[src/rtl/arb_pkg.sv]
// Shared types for the imem/dmem port arbiter: arbitration states,
// requester owner codes and the tag-pipeline entry format.
package arb_pkg;

    // Arbitration state: data has priority, or fetch is owed a grant.
    typedef enum logic {
        ARB_D = 1'b0,
        ARB_I = 1'b1
    } arb_state_e;

    // Which requester issued an in-flight read.
    localparam logic OWN_I = 1'b0;
    localparam logic OWN_D = 1'b1;

    // Width of the data-streak counter; holds up to 15.
    localparam int STREAK_W = 4;

    // One in-flight access as it travels alongside the memory latency.
    typedef struct packed {
        logic valid;   // a read whose data will return
        logic owner;   // OWN_I or OWN_D
        logic squash;  // fetch read killed by a flush; data is dropped
    } tag_entry_t;

    // Move an entry one stage down the pipe, marking live fetch reads
    // as squashed when a flush is seen on the way.
    function automatic tag_entry_t age_entry(input tag_entry_t e, input logic flush);
        tag_entry_t r;
        r = e;
        if (flush && e.valid && (e.owner == OWN_I)) begin
            r.squash = 1'b1;
        end
        return r;
    endfunction

endpackage

[src/rtl/arb_tag_pipe.sv]
// Tag pipeline for the port arbiter: a MEM_LAT-deep shift register that
// follows each granted read through the memory latency, applies flush
// squashing to fetch entries, and decodes the head into the two response
// channels when the memory data arrives.
module arb_tag_pipe
    import arb_pkg::*;
#(
    parameter int MEM_LAT = 2,
    parameter int DATA_W  = 32
) (
    input  logic              clk,
    input  logic              rst_n,
    input  logic              push_en,
    input  logic              push_owner,
    input  logic              flush,
    input  logic [DATA_W-1:0] mem_rdata,
    output logic              if_rsp_valid,
    output logic [DATA_W-1:0] if_rsp_data,
    output logic              d_rsp_valid,
    output logic [DATA_W-1:0] d_rsp_data,
    output logic              squash_pop
);

    tag_entry_t stage_reg  [MEM_LAT];
    tag_entry_t stage_next [MEM_LAT];
    tag_entry_t push_entry;
    tag_entry_t head;

    assign push_entry.valid  = push_en;
    assign push_entry.owner  = push_owner;
    assign push_entry.squash = 1'b0;

    // The entry entering the pipe is squashed too if it is a fetch issued
    // in the flush cycle. The head being popped this cycle is not touched:
    // its data is already on mem_rdata and is delivered.
    assign stage_next[0] = age_entry(push_entry, flush);

    genvar gi;
    generate
        for (gi = 1; gi < MEM_LAT; gi++) begin : g_shift
            assign stage_next[gi] = age_entry(stage_reg[gi-1], flush);
        end
    endgenerate

    // Shift register; reset drops every in-flight entry.
    always_ff @(posedge clk or negedge rst_n) begin
        if (!rst_n) begin
            for (int i = 0; i < MEM_LAT; i++) begin
                stage_reg[i] <= '0;
            end
        end else begin
            for (int i = 0; i < MEM_LAT; i++) begin
                stage_reg[i] <= stage_next[i];
            end
        end
    end

    assign head = stage_reg[MEM_LAT-1];

    // Pop decode: route the returning word to its owner, zero elsewhere.
    always_comb begin
        if_rsp_valid = 1'b0;
        d_rsp_valid  = 1'b0;
        if_rsp_data  = '0;
        d_rsp_data   = '0;
        squash_pop   = 1'b0;
        if (head.valid) begin
            if (head.owner == OWN_D) begin
                d_rsp_valid = 1'b1;
                d_rsp_data  = mem_rdata;
            end else if (head.squash) begin
                squash_pop  = 1'b1;
            end else begin
                if_rsp_valid = 1'b1;
                if_rsp_data  = mem_rdata;
            end
        end
    end

endmodule

[src/rtl/imem_dmem_port_arbiter.sv]
// Arbiter sharing one single-ported fixed-latency memory between
// instruction fetch and data load/store. Data wins by default; a bounded
// streak counter forces a fetch grant after MAX_D_STREAK data grants while
// fetch waits. Read responses are routed back via arb_tag_pipe, and flush
// squashes in-flight fetch reads.
// Optional: define ARB_PERF_CNT_EN to add saturating stall/squash counters.
module imem_dmem_port_arbiter
    import arb_pkg::*;
#(
    parameter int ADDR_W       = 32,
    parameter int DATA_W       = 32,  // multiple of 8
    parameter int MEM_LAT      = 2,   // 1..4
    parameter int MAX_D_STREAK = 4    // 1..15
) (
    input  logic                clk,
    input  logic                rst_n,
    input  logic                if_req_valid,
    output logic                if_req_ready,
    input  logic [ADDR_W-1:0]   if_addr,
    output logic                if_rsp_valid,
    output logic [DATA_W-1:0]   if_rsp_data,
    input  logic                d_req_valid,
    output logic                d_req_ready,
    input  logic [ADDR_W-1:0]   d_addr,
    input  logic [DATA_W/8-1:0] d_we,
    input  logic [DATA_W-1:0]   d_wdata,
    output logic                d_rsp_valid,
    output logic [DATA_W-1:0]   d_rsp_data,
    input  logic                flush,
    output logic                mem_en,
    output logic [DATA_W/8-1:0] mem_we,
    output logic [ADDR_W-1:0]   mem_addr,
    output logic [DATA_W-1:0]   mem_wdata,
    input  logic [DATA_W-1:0]   mem_rdata
`ifdef ARB_PERF_CNT_EN
    ,
    output logic [31:0]         perf_if_stall,
    output logic [31:0]         perf_d_stall,
    output logic [31:0]         perf_squash
`endif
);

    localparam logic [STREAK_W-1:0] STREAK_MAX = STREAK_W'(MAX_D_STREAK);

    arb_state_e          state_reg;
    arb_state_e          state_next;
    logic [STREAK_W-1:0] streak_reg;
    logic [STREAK_W-1:0] streak_next;
    logic                i_gnt;
    logic                d_gnt;
    logic                push_en;
    logic                push_owner;
    logic                squash_pop;

    // Grant selection, streak update and next state. Grants are forced off
    // while reset is asserted so nothing reaches the memory.
    always_comb begin
        i_gnt       = 1'b0;
        d_gnt       = 1'b0;
        state_next  = state_reg;
        streak_next = streak_reg;

        if (rst_n) begin
            if (state_reg == ARB_D) begin
                d_gnt = d_req_valid;
                i_gnt = if_req_valid && !d_req_valid;
            end else begin
                i_gnt = if_req_valid;
                d_gnt = d_req_valid && !if_req_valid;
            end
        end

        // Only data grants that keep fetch waiting count toward the streak.
        if (!if_req_valid || i_gnt) begin
            streak_next = '0;
        end else if (d_gnt && (streak_reg != STREAK_MAX)) begin
            streak_next = streak_reg + STREAK_W'(1);
        end

        case (state_reg)
            ARB_D: if (streak_next == STREAK_MAX) state_next = ARB_I;
            ARB_I: if (i_gnt || !if_req_valid)    state_next = ARB_D;
            default:                              state_next = ARB_D;
        endcase
    end

    // State and streak registers.
    always_ff @(posedge clk or negedge rst_n) begin
        if (!rst_n) begin
            state_reg  <= ARB_D;
            streak_reg <= '0;
        end else begin
            state_reg  <= state_next;
            streak_reg <= streak_next;
        end
    end

    // Memory port: the winner's request goes out in its grant cycle.
    always_comb begin
        if_req_ready = i_gnt;
        d_req_ready  = d_gnt;
        mem_en       = i_gnt || d_gnt;
        mem_we       = '0;
        mem_addr     = '0;
        mem_wdata    = '0;
        if (d_gnt) begin
            mem_we    = d_we;
            mem_addr  = d_addr;
            mem_wdata = d_wdata;
        end else if (i_gnt) begin
            mem_addr  = if_addr;
        end
    end

    // Every read grant is tracked; stores push an empty slot.
    assign push_en    = i_gnt || (d_gnt && (d_we == '0));
    assign push_owner = d_gnt ? OWN_D : OWN_I;

    arb_tag_pipe #(
        .MEM_LAT (MEM_LAT),
        .DATA_W  (DATA_W)
    ) u_tag_pipe (
        .clk          (clk),
        .rst_n        (rst_n),
        .push_en      (push_en),
        .push_owner   (push_owner),
        .flush        (flush),
        .mem_rdata    (mem_rdata),
        .if_rsp_valid (if_rsp_valid),
        .if_rsp_data  (if_rsp_data),
        .d_rsp_valid  (d_rsp_valid),
        .d_rsp_data   (d_rsp_data),
        .squash_pop   (squash_pop)
    );

`ifdef ARB_PERF_CNT_EN
    logic [31:0] perf_if_stall_reg;
    logic [31:0] perf_d_stall_reg;
    logic [31:0] perf_squash_reg;

    // Saturating event counters for stalls and squashed fetch responses.
    always_ff @(posedge clk or negedge rst_n) begin
        if (!rst_n) begin
            perf_if_stall_reg <= '0;
            perf_d_stall_reg  <= '0;
            perf_squash_reg   <= '0;
        end else begin
            if (if_req_valid && !i_gnt && (perf_if_stall_reg != '1))
                perf_if_stall_reg <= perf_if_stall_reg + 32'd1;
            if (d_req_valid && !d_gnt && (perf_d_stall_reg != '1))
                perf_d_stall_reg <= perf_d_stall_reg + 32'd1;
            if (squash_pop && (perf_squash_reg != '1))
                perf_squash_reg <= perf_squash_reg + 32'd1;
        end
    end

    assign perf_if_stall = perf_if_stall_reg;
    assign perf_d_stall  = perf_d_stall_reg;
    assign perf_squash   = perf_squash_reg;
`else
    logic unused_squash_pop;
    assign unused_squash_pop = squash_pop;
`endif

endmodule

[config.mk]
export PLATFORM = sky130hd
export DESIGN_NAME = imem_dmem_port_arbiter
export DESIGN_NICKNAME = d
export VERILOG_FILES = /design/src/rtl/arb_pkg.sv /design/src/rtl/arb_tag_pipe.sv /design/src/rtl/imem_dmem_port_arbiter.sv
export SDC_FILE = /design/constraint.sdc
export NUM_CORES = 1
export LEC_CHECK = 0
export CAP_MARGIN = 20
export CELL_PAD_IN_SITES_DETAIL_PLACEMENT = 1
export CELL_PAD_IN_SITES_GLOBAL_PLACEMENT = 2
export CORE_MARGIN = 1.5
export CORE_UTILIZATION = 10
export DETAILED_ROUTE_END_ITERATION = 12
export PLACE_DENSITY = 0.91
export SLEW_MARGIN = 10
export SYNTH_ARGS = -nofsm -noshare
export SYNTH_HDL_FRONTEND = slang
export SYNTH_SLANG_ARGS = --single-unit
[constraint.sdc]
create_clock -name clk -period 2.13 [get_ports clk]
set_input_delay 0.3195 -clock clk [delete_from_list [all_inputs] [get_ports clk]]
set_output_delay 0.3195 -clock clk [all_outputs]
set_load 0.03 [all_outputs]
After elaboration in Yosys (flattened, before gate mapping). Cells that the tools add are included.

Memories: 0. Output and inout bits: 137. Bits in latches: 0. Logic and storage cells: 54. Bits in read-only memories: 0. Register bits after elaboration: 11. Memory bits (writable): 0.

Equality and inequality tests: 2. Multipliers: 0. Reductions and logical operators: 14. Magnitude comparators: 0. Div/mod/pow operators: 0. Shift operators: 0. Multiplexer cells: 26. Add/subtract/negate cells: 1. Bitwise gates (word level): 3.

Operators with widths (count): $mux 32 (8); $mux 1 (14); $mux 4 (3); $logic_and 1x1->1 (8); $add 4x1->4 const B (1); $eq 4x3->1 const B (1); $logic_not 4->1 (1); $ne 4x3->1 const B (1); $logic_or 1x1->1 (3); $not 1->1 (3); $logic_not 1->1 (2); $pmux 1 s2 (1).

Longest topological paths before layout. Gate-level depths: netlist of the first run.

Depth in word-level cells: 10. Gate-level depth with buffers: 6. Mapped depth without buffers: 6.

Cells and area by module. From an unflattened synthesis of the first run, not the netlist that was laid out.

Cells, all modules: 209. Area, all modules: 1629.1 µm².

Modules (own cells, without submodules): imem_dmem_port_arbiter (instances 1, sequential area each 125.1 µm², cells each 122, area an instance 964.7 µm²); arb_tag_pipe (instances 1, sequential area each 150.1 µm², cells each 87, area an instance 664.4 µm²).

Worst setup path before layout of the first run. OpenSTA, ideal clock, no wires.

Path type: reg-to-output. Start: register u_tag_pipe.stage_reg (netlist bit u_tag_pipe.head[1]). End: output if_rsp_data[22]. Cell stages (with the launch flop): 4. Path buffers: 1. Arrival: 1497 ps. Slack: 313 ps. Cell sequence: dfrtp_1 -> nor3b_2 -> clkbuf_1 -> and2_1.

Cells in the longest elaborated chain, start to end: 2.

Ends and longest elaborated chain: start: declaration (line arb_tag_pipe.sv:24) `tag_entry_t stage_reg [MEM_LAT];`; start signal: indexed assignment (line arb_tag_pipe.sv:53) `stage_reg[i] <= stage_next[i];`; $mux 32 (line arb_tag_pipe.sv:68) `if (head.owner == OWN_D) begin`; $mux 32 (line arb_tag_pipe.sv:67) `if (head.valid) begin`; end: declaration (line imem_dmem_port_arbiter.sv:21) `output logic [DATA_W-1:0] if_rsp_data,`.

No other way between the ends.

Worst setup path after layout of the first run.
Start: register u_tag_pipe.stage_reg (netlist bit u_tag_pipe.head[1]). End: output d_rsp_data[3].

Cells in the longest elaborated chain, start to end: 2.

Ends and longest elaborated chain: $mux 32 (line arb_tag_pipe.sv:68); $mux 32 (line arb_tag_pipe.sv:67); end: declaration (line imem_dmem_port_arbiter.sv:28) `output logic [DATA_W-1:0] d_rsp_data,`.

No other way between the ends.

==> results of run 1 <==
==> kinds of logic (layout without fill, tap and decap cells) <==
kind of cell	count (synthesis)	count (layout)
mux	1	1
xor+xnor	1	1
simple gates	127	127
flops	11	11
compound gates	41	41
buf+inv	27	295
fa+ha+maj	2	2
==> metal layers <==
| metal | up-vias | track usage (%) |
|---|---|---|
| met2 | 175 | 21.9 |
| met3 | 12 | 3.39 |
| met1 | 1259 | 11.2 |
| met4 | 2 | 2.78 |
| li1 | 1310 | - |
| met5 | - | 0 |
==> placed cells by master, fill, tap and decap left out, types with 2 or more instances in the layout <==
cell type	n
a22o_1	32
and2_1	33
and2_4	2
and3_1	68
buf_12	9
buf_4	116
buf_6	2
clkbuf_16	3
clkdlybuf4s50_1	152
dfrtp_1	11
dlygate4sd2_1	3
dlymetal6s2s_1	4
ha_1	2
inv_1	4
nand2_1	4
nor2_1	3
nor3_1	2
nor3b_4	2
==> cell usage after synthesis, drive strengths merged <==
master   instances  area share [%]
a2111oi          1            0.55
a21o             1            0.47
a21oi            1            0.31
a22o            32              18
a311oi           1            0.55
a31oi            1            0.39
and2            35              14
and3            69              27
and3b            1            0.55
and4             1            0.55
buf              6             1.9
clkbuf          17             4.0
dfrtp           11              17
ha               2             1.6
inv              4            0.94
mux2i            1            0.63
nand2            4            0.94
nand2b           1            0.39
nand3            1            0.31
nand3b           1            0.47
nor2             4             1.1
nor2b            2             1.3
nor3             2            0.63
nor3b            2             2.0
nor4             1            0.39
o21ai            1            0.55
o21bai           1            0.47
o221ai           1            0.55
o22ai            1            0.39
or2              1            0.39
or4              1            0.47
or4b             1            0.86
xnor2            1            0.55
==> worst max-delay path by stage <==
stage                                       startpoint               to  slack (ns)  cells after the start
after floorplan           u_tag_pipe.head[1]$_DFF_PN0_  if_rsp_data[22]        0.31                      3
final                     u_tag_pipe.head[1]$_DFF_PN0_    d_rsp_data[3]        0.09                      3
after detailed placement                         rst_n     mem_addr[28]       -0.01                      6
after global routing      u_tag_pipe.head[1]$_DFF_PN0_    d_rsp_data[3]       0.002                      3
after global placement                           rst_n     mem_addr[27]        0.05                      6
after CTS                 u_tag_pipe.head[2]$_DFF_PN0_  if_rsp_data[21]        0.02                      5
==> area by class of cell <==
cell class / instances / area (sq um)
Multi-Input combinational cell: 172 / 1220
Clock buffer: 4 / 78.8
Sequential cell: 11 / 275
Fill cell: 1866 / 11200
Tap cell: 216 / 270
Inverter: 4 / 15.0
Timing Repair Buffer: 287 / 2700
==> worst max-delay path, cell delays in order (launching register included) <==
cell             delay (ns)
dfrtp_1                0.31
buf_4                  0.27
and3_1                 0.21
clkdlybuf4s50_1        0.68
==> power by group <==
group	switching [mW]	internal, mW	total, mW
sequential	0.00471	0.216	0.221
clock	0.0894	0.251	0.340
combinational	0.370	0.436	0.806
==> repair_timing <==
item | 4_1_cts | 5_1_grt
pin swaps | 1 | 0
gates cloned | 1 | 0
endpoints found under the setup margin | 1 | 23
setup buffers | 3 | 0
resized for setup | 3 | 7
==> out/metrics.yaml, run 1 <==
status: "completed"
finalSetupViolations: 0
insertion_delay_ns: 0.24
min_period_over_period_pct: 95.8
final_nets: 618
grt_pass1_wl_um: 14800
die_y_um: 129
fin_tns_setup_ns: 0
endpoint_kind: "output pin"
synth_xor_area_share_pct: 0.549
synth_simple_gate_area_share_pct: 51.4
slew_headroom_pct: 57.4
yosysUniqueCellTypes: 38
muxShareOfSynthArea_pct: 0.627
netlist_instances: 210
cts.sinks: 11
ctsLongestPathBuffers: 2
io_pins: 274
via_per_inst: 3.97
hold_slack_ns: 0.168
grtUsageTotal_pct: 11.1
cts-root-buf: "clkbuf_16"
critPathRequiredTime_ns: 1.81
antenna_found_initial: 1
leakage_nw: 2.32
synth_seq_cells: 11
worst_slack_ns: 0.0902
drive_above_1_share_pct: 29.3
dp_slack_ns: -0.0140
grt-ovfl-total: 0
rows: 46
die_area_sq_um: 16700
cts_hold_buf: 0
port_buffers: 273
met3_length_um: 1140
totalWireLength_um: 10400
seq_area_frac_synth_pct: 17.2
rsz0062_at_grt: "false"
dp.cells: 686
dp_hpwl_um: 8590
cts_tree: "yes"
wl_met1_um: 3650
syn_area_sq_um: 1600
synth-adder-area-share_pct: 1.57
initial_utilization_pct: 10.2
cap_viol_max_count: 0
postPlaceCellArea_sq_um: 4410
reg2reg_slack_ns: 0.39
clkSlewWorstSetupHoldPaths_ns: 0.04
clock.fmax_mhz: 490
worstPathArrival_ns: 1.72
timing_worst_setup_path_type: "flip-flop to output pin"
syn_to_final_growth_pct: 186
syn_nets: 349
synth.avg_cell_area_sq_um: 7.60
synth_top_family_by_area: "simple AND/OR/NAND/NOR gates"
p_total_mw: 1.37
reg2reg_depth: 5
postLayoutCoreUtil_pct: 29.0
cts_buffers: 3
path_max_fanout: 34
power.density_nw_per_um2: 300
timing.rr.end: "state_reg$_DFF_PN0_"
r2r_start: "streak_reg[0]$_DFF_PN0_"
dr.pass1.iters: 4
fin_area_sq_um: 4560
period_needed_ns: 2.04
wire_per_inst_um: 15.0
drv_slew: 0
coreArea_sq_um: 15700
worst_ir_drop_vdd_v: 0.000189
synth_compound_area_share_pct: 21.8
gp_congestion: 0.796
finalClockSkew_ns: 0.00518
die_w_um: 129
grt_max_degree: 38
ys.warnings.count: 0
h-tree-depth: 1
n_antenna_cell: 0
vias: 2758
detailroute.wirelength.met2_um: 5510
tightest_slew_ns: 0.623
layoutNonFillerInstCount: 694
dr.max_layer_used: "met5"
first_global_vias: 2888
start_kind: "flip-flop"
largest_reg_flops: 4
min_path_type: "input pin to asynchronous set/reset pin"
first_iter_violations: 90
drc_errors: 0
ant_nets: 0
finalHoldViolCount: 0
Power figures use the tool's default switching activity.
==> run 2: changes to the inputs <==
==> constraint.sdc (replaced) <==
create_clock -name clk -period 2.1 [get_ports clk]
set_input_delay 0.315 -clock clk [delete_from_list [all_inputs] [get_ports clk]]
set_output_delay 0.315 -clock clk [all_outputs]
set_load 0.03 [all_outputs]
==> out/metrics.yaml, run 2 (synthesis gave the netlist of run 1 again) <==
h-tree-depth: 1  # unchanged
drive_above_1_share_pct: 32.4  # +3.1 points
first_global_vias: 2847  # -1.4%
cts_tree: "yes"
mostFrequentLayoutCell: "clkdlybuf4s50_1"
via_per_inst: 4.00  # +0.69%
worstPathArrival_ns: 1.71  # about the same
reg2reg_slack_ns: 0.31  # -0.08 ns
fillerInstances: 1844  # -1.2%
antenna_found_initial: 1  # unchanged
ant_nets: 0  # unchanged
dp_hpwl_um: 8590  # about the same
final_nets: 619  # +0.16%
period_needed_ns: 2.02
cts_buffers: 3  # unchanged
path_max_fanout: 27  # -21%
totalWireLength_um: 10500  # +0.77%
min_period_over_period_pct: 96.2
port_buffers: 273  # unchanged
power.density_nw_per_um2: 309  # +3.0%
min_path_type: "input pin to asynchronous set/reset pin"
detailroute.wirelength.met2_um: 5450  # -1.1%
start_kind: "flip-flop"
slew_headroom_pct: 55.5  # -1.9 points
r2r_start: "streak_reg[0]$_DFF_PN0_"
finalHoldViolCount: 0  # unchanged
grt_max_degree: 38  # unchanged
grt-ovfl-total: 0  # unchanged
insertion_delay_ns: 0.24  # about the same
finalClockSkew_ns: 0.00522  # +0.0000361 ns
timing.rr.end: "state_reg$_DFF_PN0_"
coreArea_sq_um: 15700  # unchanged
rsz0062_at_grt: "false"
die_area_sq_um: 16700  # unchanged
first_iter_violations: 66  # -27%
syn_to_final_growth_pct: 184
tightest_slew_ns: 0.651  # +0.0278 ns
rows: 46  # unchanged
drc_errors: 0  # unchanged
register_area_sq_um: 277  # +0.45%
dp_slack_ns: 0.00642  # +0.0204 ns
grtUsageTotal_pct: 11.2  # +0.13 points
worst_ir_drop_vdd_v: 0.000160  # -15%
clkSlewWorstSetupHoldPaths_ns: 0.05  # about the same
finalSetupViolations: 0  # unchanged
drv_slew: 0  # unchanged
leakage_nw: 2.29  # -1.3%
multiInputGateArea_sq_um: 1220  # unchanged
timing_worst_setup_path_type: "flip-flop to output pin"
cts.sinks: 11  # unchanged
clock.fmax_mhz: 495
cts_hold_buf: 0  # unchanged
fin_tns_setup_ns: 0  # unchanged
initial_utilization_pct: 10.2  # unchanged
grt_pass1_wl_um: 15000  # +1.1%
status: "completed"
dr.max_layer_used: "met5"
cap_viol_max_count: 0  # unchanged
wl_met1_um: 3740  # +2.5%
die_w_um: 129  # unchanged
gp_congestion: 0.769  # -3.4%
dr.pass1.iters: 4  # unchanged
critPathRequiredTime_ns: 1.78  # -0.03 ns
met3_length_um: 1130  # -0.88%
ctsLongestPathBuffers: 2  # unchanged
io_pins: 274  # unchanged
layoutNonFillerInstCount: 695  # +0.14%
largest_reg_flops: 4  # unchanged
die_y_um: 129  # unchanged
vias: 2781  # +0.83%
worst_slack_ns: 0.0791  # -0.0111 ns
final_cell_mix: "143 x clkdlybuf4s50_1, 130 x buf_4, 68 x and3_1, 33 x and2_1, 32 x a22o_1"
wire_per_inst_um: 15.1  # +0.62%
endpoint_kind: "output pin"
dp.cells: 688  # +0.29%
reg2reg_depth: 5  # unchanged
cts-root-buf: "clkbuf_16"
n_antenna_cell: 0  # unchanged
run 2: changes by cell type in the layout (fill, tap and decap cells not counted), sizes merged:
cell	change
dlymetal6s2s	-3
clkdlybuf4s50	-9
buf	+13
run 2: report_power, final:
group | internal [mW] | switching [mW] | leakage [nW]
registers | 0.219 | 0.00488 | 0.148
logic | 0.442 | 0.376 | 2.11
clock network | 0.256 | 0.102 | 0.0382
total | 0.917 | 0.482 | 2.29
run 2: layout make-up:
type | count | share of cell area [%]
Timing Repair Buffer | 288 | 59.0
Inverter | 4 | 0.331
Tap cell | 216 | 5.97
Sequential cell | 11 | 6.10
Clock buffer | 4 | 1.74
Multi-Input combinational cell | 172 | 26.9
run 2: per-layer routing:
metal	track usage [%]	vias up
met5	0	-
met4	3.37	2
met3	3.43	17
met2	21.4	172
met1	11.8	1273
li1	-	1317
run 2: repair_timing:
item / in CTS / in global routing
pin swaps: 1 / 0
buffers inserted: 2 / 0
cloned: 1 / 0
gates resized for setup: 5 / 3
endpoints found under the setup margin: 1 / 3
run 2: worst max path at each step:
stage	startpoint	end	slack [ns]	cells after the start
floorplan	u_tag_pipe.head[1]$_DFF_PN0_	if_rsp_data[22]	0.29	3
global placement	rst_n	mem_addr[27]	0.02	6
detailed placement	rst_n	mem_addr[27]	0.006	6
CTS	u_tag_pipe.head[2]$_DFF_PN0_	if_rsp_data[20]	0.06	5
global route	u_tag_pipe.head[2]$_DFF_PN0_	if_rsp_data[20]	0.01	5
finish	u_tag_pipe.head[1]$_DFF_PN0_	d_rsp_data[2]	0.08	3
run 2: critical path, cell delays in order, from the launching register on:
cell and delay [ns]:
dfrtp_1 0.32, buf_4 0.26, and3_1 0.20, clkdlybuf4s50_1 0.68
run 2: metrics by stage:
step           util, %  instance area, sq um  total power, mW  hold slack, ns
6_report          28.8                  4530             1.40           0.230
5_1_grt           28.8                  4530             1.46           0.276
4_1_cts           28.8                  4520             1.41           0.227
3_5_place_dp      28.0                  4390             1.04           0.366
3_3_place_gp      28.0                  4390             1.03           0.358
2_1_floorplan        -                  1600            0.556          0.0194
==> run 3: changes to the inputs <==
--- a/config.mk
+++ b/config.mk
@@ -8,6 +8,7 @@
 export CAP_MARGIN = 20
 export CELL_PAD_IN_SITES_DETAIL_PLACEMENT = 1
 export CELL_PAD_IN_SITES_GLOBAL_PLACEMENT = 2
+export CORE_ASPECT_RATIO = 0.6
 export CORE_MARGIN = 1.5
 export CORE_UTILIZATION = 10
 export DETAILED_ROUTE_END_ITERATION = 12
==> out/metrics.yaml, run 3 (synthesis gave the netlist of run 1 again) <==
status: "completed"
first_global_vias: 2878  # +1.1%
drc_errors: 0  # unchanged
path_max_fanout: 2  # -93%
power.density_nw_per_um2: 308  # -0.26%
mostFrequentLayoutCell: "buf_4"
max_stage_delay_ns: 0.68  # about the same
reg2reg_depth: 5  # unchanged
finalHoldViolCount: 0  # unchanged
reg2reg_slack_ns: 0.46  # +0.15 ns
via_per_inst: 4.05  # +1.3%
drv_slew: 0  # unchanged
endpoint_kind: "output pin"
hold_slack_ns: 0.0118  # -0.218 ns
die_area_sq_um: 16800  # +0.15%
tightest_slew_ns: 0.495  # -0.156 ns
fin_tns_setup_ns: 0  # unchanged
worst_slack_ns: 0.176  # +0.0974 ns
cts_buffers: 3  # unchanged
grt_max_degree: 40  # +5.3%
drive_above_1_share_pct: 33.8  # +1.4 points
io_pins: 274  # unchanged
slew_headroom_pct: 66.1  # +11 points
totalWireLength_um: 10100  # -3.9%
die_w_um: 166  # +28%
cts.sinks: 11  # unchanged
r2r_start: "streak_reg[0]$_DFF_PN0_"
final_nets: 617  # -0.32%
min_path_type: "input pin to asynchronous set/reset pin"
antenna_found_initial: 0  # -1
critPathRequiredTime_ns: 1.78  # about the same
finalClockSkew_ns: 0.00126  # -0.00396 ns
final_cell_mix: "138 x buf_4, 135 x clkdlybuf4s50_1, 68 x and3_1, 33 x and2_1, 31 x a22o_1"
worst_ir_drop_vdd_v: 0.000156  # -2.8%
dp_slack_ns: -0.0541  # -0.0605 ns
clkSlewWorstSetupHoldPaths_ns: 0.04  # about the same
grtUsageTotal_pct: 10.9  # -0.32 points
cts_hold_buf: 0  # unchanged
coreArea_sq_um: 15500  # -1.6%
rsz0062_at_grt: "false"
gp_congestion: 0.857  # +11%
postLayoutCoreUtil_pct: 28.9  # +0.11 points
slowest_stage: "clkdlybuf4s50_1"
cp-startpoint: "mem_rdata[22]"
min_period_over_period_pct: 91.6  # -4.6 points
wire_per_inst_um: 14.9  # -1.8%
die_y_um: 101  # -22%
path_common_cell: "clkdlybuf4s50_1"
first_iter_violations: 37  # -44%
finalSetupViolations: 0  # unchanged
leakage_nw: 2.30  # +0.30%
initial_utilization_pct: 10.3  # +0.17 points
cts_tree: "yes"
port_buffers: 273  # unchanged
grt-ovfl-total: 0  # unchanged
p_total_mw: 1.38  # -1.5%
grt_pass1_wl_um: 15000  # +0.23%
ant_nets: 0  # unchanged
crit_buf_inv: 2  # unchanged
largest_reg_flops: 4  # unchanged
h-tree-depth: 1  # unchanged
crit_chain: "clkdlybuf4s50_1, and3_1, clkdlybuf4s50_1"
n_antenna_cell: 0  # unchanged
dp.cells: 674  # -2.0%
dr.pass1.iters: 3  # -1
worstPathArrival_ns: 1.61  # -0.10 ns
start_kind: "input pin"
period_needed_ns: 1.92  # -0.0974 ns
insertion_delay_ns: 0.24  # about the same
fin_area_sq_um: 4470  # -1.2%
vias: 2755  # -0.93%
cts-root-buf: "clkbuf_16"
rows: 35  # -24%
ctsLongestPathBuffers: 2  # unchanged
timing.rr.end: "state_reg$_DFF_PN0_"
syn_to_final_growth_pct: 180
cap_viol_max_count: 0  # unchanged
cp_top_family: "buffers and inverters"
layoutNonFillerInstCount: 680  # -2.2%
dp_hpwl_um: 8350  # -2.9%
clock.fmax_mhz: 520  # +5.1%
postPlaceCellArea_sq_um: 4330  # -1.3%
timing_worst_setup_path_type: "input pin to output pin"
[run 3: area by class of cell]
type	count	area, sq um
clock buffer	4	78.8
fill	1823	11000
inverter	4	15.0
multi-input combinational	172	1220
sequential	11	275
tap	203	254
timing repair buffer	286	2630
[run 3: report_power, final]
group / internal [mW] / switching [mW] / total [mW]
Combinational: 0.433 / 0.373 / 0.806
Sequential: 0.219 / 0.00593 / 0.225
Clock: 0.255 / 0.0921 / 0.347
[run 3: how the worst max path moves through the flow]
stage                      end  slack (ns)  cells past startpoint
3_5_place_dp      mem_addr[19]       -0.05                      6
4_1_cts           mem_addr[19]       0.008                      7
3_3_place_gp      mem_addr[23]       -0.02                      6
2_1_floorplan  if_rsp_data[22]        0.29                      3
6_report        d_rsp_data[22]        0.18                      3
5_1_grt           mem_addr[10]        0.09                      7
[run 3: metal layers]
| metal | vias to the layer above | wire length (um) | global-route usage [%] |
|---|---|---|---|
| met3 | 6 | 689 | 1.81 |
| met2 | 154 | 5070 | 19.8 |
| li1 | 1311 | - | - |
| met4 | 0 | 86 | 2.29 |
| met5 | - | 0 | 0 |
| met1 | 1284 | 4250 | 13.7 |
[run 3: timing repair]
| action | 4_1_cts | 5_1_grt |
|---|---|---|
| hold endpoints to repair | 0 | 0 |
| pin swaps | 1 | 1 |
| cloned | 1 | 0 |
| buffers inserted | 1 | 0 |
| endpoints found under the setup margin | 32 | 33 |
| gates resized for setup | 2 | 3 |
